### src/rtl/bolo_scan_sequencer_if.sv
`default_nettype none
// ============================================================================
// Module   : bolo_scan_sequencer_if
// Purpose  : Pixel sample stream between the scan sequencer and the capture
//            FIFO: sample word, row/column address, valid/ready handshake.
// Revision : 1.0 - initial release
// ============================================================================
interface bolo_scan_sequencer_if #(
  parameter int ROW_W  = 2,
  parameter int COL_W  = 2,
  parameter int DATA_W = 12
);
  logic [ROW_W-1:0]  row_o;
  logic [COL_W-1:0]  col_o;
  logic [DATA_W-1:0] sample_o;
  logic              sample_valid_o;
  logic              sample_ready_i;

  // Sequencer side drives the sample and its address
  modport master (
    output row_o,
    output col_o,
    output sample_o,
    output sample_valid_o,
    input  sample_ready_i
  );

  // Capture FIFO side accepts samples
  modport slave (
    input  row_o,
    input  col_o,
    input  sample_o,
    input  sample_valid_o,
    output sample_ready_i
  );
endinterface
`default_nettype wire

### src/rtl/bolo_scan_sequencer.sv
`default_nettype none
// ============================================================================
// Module   : bolo_scan_sequencer
// Purpose  : ROWS x COLS bolometer matrix scan controller. For every row it
//            writes the bias DAC, waits a settling time, optionally throws
//            away one ADC conversion, then converts and streams each pixel.
// Revision : 1.0 - initial release
// ============================================================================
module bolo_scan_sequencer #(
  parameter int ROWS       = 4,
  parameter int COLS       = 4,
  parameter int ROW_W      = 2,
  parameter int COL_W      = 2,
  parameter int SETTLE_CYC = 1000,
  parameter int DUMMY_EN   = 1,
  parameter int DATA_W     = 12
) (
  input  logic                  clk_i,
  input  logic                  rst_i,
  input  logic                  start_i,
  input  logic                  abort_i,
  input  logic [7:0]            nframes_i,
  output logic                  stdac_o,
  input  logic                  eodac_i,
  output logic                  stadc_o,
  input  logic                  eoadc_i,
  input  logic [DATA_W-1:0]     adc_data_i,
  output logic                  frame_done_o,
  output logic                  busy_o,
  output logic                  eos_o,
  bolo_scan_sequencer_if.master sample_if
);

  localparam logic [3:0] S_IDLE     = 4'd0;
  localparam logic [3:0] S_ROW_DAC  = 4'd1;
  localparam logic [3:0] S_DAC_WT   = 4'd2;
  localparam logic [3:0] S_SETTLE   = 4'd3;
  localparam logic [3:0] S_DUMMY_ST = 4'd4;
  localparam logic [3:0] S_DUMMY_WT = 4'd5;
  localparam logic [3:0] S_ADC_ST   = 4'd6;
  localparam logic [3:0] S_ADC_WT   = 4'd7;
  localparam logic [3:0] S_OUT      = 4'd8;
  localparam logic [3:0] S_ADVANCE  = 4'd9;

  localparam int SET_W = (SETTLE_CYC > 1) ? $clog2(SETTLE_CYC) : 1;

  logic [3:0]        state;
  logic [3:0]        state_nxt;
  logic [ROW_W-1:0]  row_cnt;
  logic [COL_W-1:0]  col_cnt;
  logic [7:0]        frame_cnt;
  logic [7:0]        nframes_q;
  logic [SET_W-1:0]  settle_cnt;
  logic [DATA_W-1:0] sample_q;
  logic              abort_pend;
  logic              sample_valid;

  logic abort_now;
  logic last_col;
  logic last_row;
  logic settle_done;
  logic last_frame;
  logic [7:0] frame_inc;

  // An abort seen this cycle is honoured at once, as if it were already pending
  assign abort_now   = abort_pend | abort_i;
  assign last_col    = (col_cnt == COL_W'(COLS - 1));
  assign last_row    = (row_cnt == ROW_W'(ROWS - 1));
  assign settle_done = (settle_cnt == SET_W'(SETTLE_CYC - 1));
  assign frame_inc   = frame_cnt + 8'd1;
  // nframes of zero means run forever, so the frame count never terminates it
  assign last_frame  = (nframes_q != 8'd0) && (frame_inc == nframes_q);

  assign sample_if.row_o          = row_cnt;
  assign sample_if.col_o          = col_cnt;
  assign sample_if.sample_o       = sample_q;
  assign sample_if.sample_valid_o = sample_valid;

  // State register
  always_ff @(posedge clk_i or posedge rst_i) begin
    if (rst_i) begin
      state <= S_IDLE;
    end else begin
      state <= state_nxt;
    end
  end

  // Next-state logic: every wait state only leaves on its own done pulse
  always_comb begin
    state_nxt = state;
    case (state)
      S_IDLE:     if (start_i) state_nxt = S_ROW_DAC;
      S_ROW_DAC:  state_nxt = abort_now ? S_IDLE : S_DAC_WT;
      S_DAC_WT:   if (eodac_i) state_nxt = abort_now ? S_IDLE : S_SETTLE;
      S_SETTLE: begin
        if (abort_now) begin
          state_nxt = S_IDLE;
        end else if (settle_done) begin
          state_nxt = (DUMMY_EN != 0) ? S_DUMMY_ST : S_ADC_ST;
        end
      end
      S_DUMMY_ST: state_nxt = abort_now ? S_IDLE : S_DUMMY_WT;
      S_DUMMY_WT: if (eoadc_i) state_nxt = abort_now ? S_IDLE : S_ADC_ST;
      S_ADC_ST:   state_nxt = abort_now ? S_IDLE : S_ADC_WT;
      S_ADC_WT:   if (eoadc_i) state_nxt = abort_now ? S_IDLE : S_OUT;
      S_OUT:      if (sample_if.sample_ready_i) state_nxt = abort_now ? S_IDLE : S_ADVANCE;
      S_ADVANCE: begin
        if (abort_now) begin
          state_nxt = S_IDLE;
        end else if (!last_col) begin
          state_nxt = S_ADC_ST;
        end else if (!last_row) begin
          state_nxt = S_ROW_DAC;
        end else begin
          state_nxt = last_frame ? S_IDLE : S_ROW_DAC;
        end
      end
      default:    state_nxt = S_IDLE;
    endcase
  end

  // Output decode: strobes are single-cycle because their states last one cycle
  always_comb begin
    stdac_o      = 1'b0;
    stadc_o      = 1'b0;
    sample_valid = 1'b0;
    frame_done_o = 1'b0;
    busy_o       = 1'b1;
    eos_o        = 1'b0;
    case (state)
      S_IDLE: begin
        busy_o = 1'b0;
        eos_o  = 1'b1;
      end
      S_ROW_DAC:  stdac_o = 1'b1;
      S_DUMMY_ST: stadc_o = 1'b1;
      S_ADC_ST:   stadc_o = 1'b1;
      S_OUT:      sample_valid = 1'b1;
      S_ADVANCE:  frame_done_o = last_col & last_row & ~abort_now;
      default: begin
        stdac_o = 1'b0;
      end
    endcase
  end

  // Abort request latch, dropped once the sequencer is back in IDLE
  always_ff @(posedge clk_i or posedge rst_i) begin
    if (rst_i) begin
      abort_pend <= 1'b0;
    end else if (state == S_IDLE) begin
      abort_pend <= 1'b0;
    end else if (abort_i) begin
      abort_pend <= 1'b1;
    end
  end

  // Settle timer runs only while in SETTLE and restarts from zero on entry
  always_ff @(posedge clk_i or posedge rst_i) begin
    if (rst_i) begin
      settle_cnt <= '0;
    end else if (state == S_SETTLE) begin
      settle_cnt <= settle_cnt + 1'b1;
    end else begin
      settle_cnt <= '0;
    end
  end

  // Sample capture; an aborted conversion leaves the previous sample in place
  always_ff @(posedge clk_i or posedge rst_i) begin
    if (rst_i) begin
      sample_q <= '0;
    end else if ((state == S_ADC_WT) && eoadc_i && !abort_now) begin
      sample_q <= adc_data_i;
    end
  end

  // Pixel address and frame counters
  always_ff @(posedge clk_i or posedge rst_i) begin
    if (rst_i) begin
      row_cnt   <= '0;
      col_cnt   <= '0;
      frame_cnt <= 8'd0;
      nframes_q <= 8'd0;
    end else if ((state == S_IDLE) && start_i) begin
      row_cnt   <= '0;
      col_cnt   <= '0;
      frame_cnt <= 8'd0;
      nframes_q <= nframes_i;
    end else if ((state == S_ADVANCE) && !abort_now) begin
      if (!last_col) begin
        col_cnt <= col_cnt + 1'b1;
      end else begin
        col_cnt <= '0;
        if (!last_row) begin
          row_cnt <= row_cnt + 1'b1;
        end else begin
          row_cnt   <= '0;
          frame_cnt <= frame_inc;
        end
      end
    end
  end

endmodule
`default_nettype wire
### src/flat_wrapper.sv
// flat-port wrapper written by rule: the top's interface ports become plain ports
module bolo_scan_sequencer_flat 
#(
  parameter int ROWS       = 4,
  parameter int COLS       = 4,
  parameter int ROW_W      = 2,
  parameter int COL_W      = 2,
  parameter int SETTLE_CYC = 1000,
  parameter int DUMMY_EN   = 1,
  parameter int DATA_W     = 12
)
  (clk_i, rst_i, start_i, abort_i, nframes_i, stdac_o, eodac_i, stadc_o, eoadc_i, adc_data_i, frame_done_o, busy_o, eos_o, sample_if_row_o, sample_if_col_o, sample_if_sample_o, sample_if_sample_valid_o, sample_if_sample_ready_i);
  bolo_scan_sequencer_if #(.ROW_W(ROW_W), .COL_W(COL_W), .DATA_W(DATA_W)) sample_if_i ();
  input  logic clk_i;
  input  logic rst_i;
  input  logic start_i;
  input  logic abort_i;
  input  logic [7:0] nframes_i;
  output logic stdac_o;
  input  logic eodac_i;
  output logic stadc_o;
  input  logic eoadc_i;
  input  logic [DATA_W-1:0] adc_data_i;
  output logic frame_done_o;
  output logic busy_o;
  output logic eos_o;
  output wire logic [$bits(sample_if_i.row_o)-1:0] sample_if_row_o;
  output wire logic [$bits(sample_if_i.col_o)-1:0] sample_if_col_o;
  output wire logic [$bits(sample_if_i.sample_o)-1:0] sample_if_sample_o;
  output wire logic [$bits(sample_if_i.sample_valid_o)-1:0] sample_if_sample_valid_o;
  input wire logic [$bits(sample_if_i.sample_ready_i)-1:0] sample_if_sample_ready_i;
  assign sample_if_row_o = sample_if_i.row_o;
  assign sample_if_col_o = sample_if_i.col_o;
  assign sample_if_sample_o = sample_if_i.sample_o;
  assign sample_if_sample_valid_o = sample_if_i.sample_valid_o;
  assign sample_if_i.sample_ready_i = sample_if_sample_ready_i;
  bolo_scan_sequencer #(.ROWS(ROWS), .COLS(COLS), .ROW_W(ROW_W), .COL_W(COL_W), .SETTLE_CYC(SETTLE_CYC), .DUMMY_EN(DUMMY_EN), .DATA_W(DATA_W)) u_core (.clk_i(clk_i), .rst_i(rst_i), .start_i(start_i), .abort_i(abort_i), .nframes_i(nframes_i), .stdac_o(stdac_o), .eodac_i(eodac_i), .stadc_o(stadc_o), .eoadc_i(eoadc_i), .adc_data_i(adc_data_i), .frame_done_o(frame_done_o), .busy_o(busy_o), .eos_o(eos_o), .sample_if(sample_if_i));
endmodule
### config.mk
export PLATFORM = sky130hd
export DESIGN_NAME = bolo_scan_sequencer_flat
export DESIGN_NICKNAME = d
export VERILOG_FILES = /design/src/rtl/bolo_scan_sequencer_if.sv /design/src/rtl/bolo_scan_sequencer.sv /design/src/flat_wrapper.sv
export SDC_FILE = /design/constraint.sdc
export NUM_CORES = 1
export LEC_CHECK = 0
export ABC_AREA = 1
export CORE_UTILIZATION = 35
export DETAILED_ROUTE_END_ITERATION = 6
export GPL_TIMING_DRIVEN = 0
export PLACE_DENSITY_LB_ADDON = 0.15
export REMOVE_ABC_BUFFERS = 1
export SETUP_SLACK_MARGIN = 0.15
export SYNTH_ARGS = -nofsm -noshare
export SYNTH_HDL_FRONTEND = slang
export SYNTH_SLANG_ARGS = --single-unit
### constraint.sdc
create_clock -name clk_i -period 1.5 [get_ports clk_i]
set_input_delay 0.3 -clock clk_i [delete_from_list [all_inputs] [get_ports clk_i]]
set_output_delay 0.3 -clock clk_i [all_outputs]
set_load 0.01 [all_outputs]
==> flow_summary.ini <==
[critical_path]
reg2reg_from = u_core.state[3]
ff2ff_path_depth = 12
cp_max_fo = 4
crit_path_start = u_core.state[3]
max_stage_delay_ns = 0.43
endpoint_kind = primary output
start_kind = flip-flop
path_depth = 9
crit_arrival_ns = 1.50
cp_slowest_cell = dfrtp_2
endpoint = frame_done_o
crit_type = flip-flop to primary output
crit_path_frequent_cell = nor2_4
worstReg2RegEnd = u_core.state[3]
crit_family = simple AND/OR/NAND/NOR gates
crit_chain = inv_2 -> nor2_4 -> nand2_2 -> nor2_4 -> inv_4 -> nor2_8 -> nand2_8 -> clkinv_8 -> buf_6
cp_num_buf_inv = 4
required_ns = 1.20
reg2reg_slack_ns = -0.26

[floorplan]
die_w_um = 85.6
num_rows = 30
ios = 49
coreArea_um2 = 6760
fp.dieH_um = 85.6
start_util_pct = 36.2
die_area_um2 = 7330

[timing]
layout_setup_ws_ns = -0.296
worst_slew_pin_slew_ns = 0.501
fin_crit_sh_pct = 120
grt_setup_unrepaired = yes
setup_viol = 32
slew_violations = 0
fin_skew_ns = 0.00771
fmax_ghz = 0.557
relSlewSlack_pct = 66.5
final-hold-violation-count = 0
period_needed_ns = 1.80

[cts]
cts.sinks = 47
clockRootBuffer = clkbuf_8
cts_hold_buf = 0
cts_buffers = 5
clock_path_buffers = 2
cts_tree = done
htreeDepth = 2
clk_latency_ns = 0.30
path_clk_slew_ns = 0.09

[power]
p_int_mw = 2.57
power_frac_seq_pct = 39.0
p_sw_mw = 1.43
switching_share_pct = 35.8
clkPwrFrac_pct = 21.1
power_per_cell_area_nw_per_um2 = 1050
p_comb_share_pct = 40.0
p_leak_nw = 1.85
peakVddDrop_mv = 0.527

[grt]
grt_overflow = 0
first_global_vias = 2332
grt_usage_pct = 18.1
grt_pass1_wl_um = 10500
use_met2_pct = 32.2
grt-busiest-layer = met2
antenna_found_initial = 0
grtUsageMet3_pct = 3.95
use_met1_pct = 21.5
grt_max_degree = 26

[run]
max_cap_violations = 0

[cells_and_area]
drive_above_1_share_pct = 37.4
area_growth_pct = 56.5
antenna_cells = 0
fillerInstances = 603
fin_cells = 468
finalNetCount = 418

[synthesis]
yosysTopAreaCellShare_pct = 48.1
synth_edf_count = 0
synth.distinct_cells = 33
async_flop_share_pct = 100
synth_common_cells = nand2_1 (61), dfrtp_1 (47), nor2_1 (39)
netlist_area_um2 = 2450
yosys.area.top_type = dfrtp_1
synth.most_common_cell = nand2_1
synth_area_leaders = dfrtp_1 (48%), nand2_1 (9.4%), nand3_1 (6.8%)
ys_ff_latch = 47
ys.flop_type = dfrtp_1
post_synth.cell_area_avg_um2 = 8.29
yosysWarnings = 0
syn_inst = 295
synth-seq-area-share_pct = 48.1

[placed_design]
place_ws_ns = -1.05
io_buffers = 48
place.gp.congestion = 0.806
dp.cells = 420
dp_hpwl_um = 3880

[detailed_routing]
first_pass_iters = 5
vias = 2323
drc = 0
drt_iter0_drc = 68
finalWirelength_um = 6430
drtAntennaViolNets = 0
via_per_inst = 4.96
post_drt_wl_per_cell_um = 13.7

[status]
outcome = finished with violations
violations = negative setup slack

[hold_path]
holdCritPathClass = input port to asynchronous set/reset pin
## cell families (layout without fill, tap and decap cells)
group	Yosys count	after routing	share of synthesized area, %
flip-flops	47	47	48.1
AND/OR/NAND/NOR	155	157	29.2
XOR/XNOR	1	1	0.358
AO/OA/AOI/OAI	31	31	7.21
buffers and inverters	44	135	7.16
adder cells (fa/ha/maj)	4	4	2.05
multiplexers	13	13	5.98
## layout make-up
cell class                 count  area (µm²)  area share (%)
inverter                      40         180            4.71
timing repair buffer          87         818            21.4
tap                           80         100            2.62
multi-input combinational    206        1450            37.8
clock buffer                   8         100            2.62
sequential                    47        1180            30.9
## how the worst min path moves through the flow
stage / cells after the start / startpoint / end / slack (ns)
finish: 2 / rst_i / u_core.sample_if.sample_o[3] / 0.34
global route: 2 / rst_i / u_core.sample_if.sample_o[3] / 0.38
CTS: 2 / rst_i / u_core.sample_if.sample_o[3] / 0.35
detailed placement: 1 / u_core.settle_cnt[0] / u_core.settle_cnt[0] / 0.45
global placement: 1 / u_core.settle_cnt[0] / u_core.settle_cnt[0] / 0.45
floorplan: 1 / start_i / u_core.sample_if.col_o[0] / 0.40
## state kept, by name, summed over array words and instances, names as in the netlist
name	count
u_core.settle_cnt	10
u_core.sample_if.row_o	2
u_core.frame_cnt	8
u_core.sample_if.col_o	2
u_core.abort_pend	1
u_core.state	4
u_core.sample_if.sample_o	12
u_core.nframes_q	8
## stage by stage
stage	hold WS, ns	cell area, µm²	power, mW	utilization [%]	setup TNS, ns
after global routing	0.385	3830	4.25	56.6	-7.77
after CTS	0.355	3480	3.81	51.5	-2.71
after global placement	0.455	3000	2.55	44.4	-58.12
final	0.345	3830	4.01	56.6	-5.40
after detailed placement	0.450	3020	2.56	44.7	-13.23
after floorplan	0.397	2420	2.17	-	-0.0853
## what timing repair did
action	in CTS	in global routing
setup buffers	22	16
gates cloned	2	0
pin swaps	18	26
setup endpoints to repair	66	50
resized for setup	93	66
## cell usage in the layout (no fill, tap or decap), types with 12 or more instances in the layout
master,count
buf_4,26
inv_2,12
dfrtp_1,42
buf_6,12
nor2_1,19
nand3_1,27
inv_1,24
clkdlybuf4s50_1,26
nor2_4,15
dlygate4sd2_1,14
nand2_1,48
## routing by layer
metal / wire (µm) / up-vias
met2: 3300 / 39
met4: 97 / 0
met1: 2810 / 1122
met3: 220 / 10
met5: 0 / -
li1: - / 1152
## power groups by stage
| stage | Combinational, mW | Sequential [mW] | Clock (mW) |
|---|---|---|---|
| floorplan | 0.616 | 1.55 | 0 |
| global placement | 0.965 | 1.58 | 0 |
| detailed placement | 0.973 | 1.59 | 0 |
| CTS | 1.38 | 1.56 | 0.878 |
| global route | 1.75 | 1.58 | 0.915 |
| finish | 1.60 | 1.56 | 0.843 |
Power figures use the tool's default switching activity.
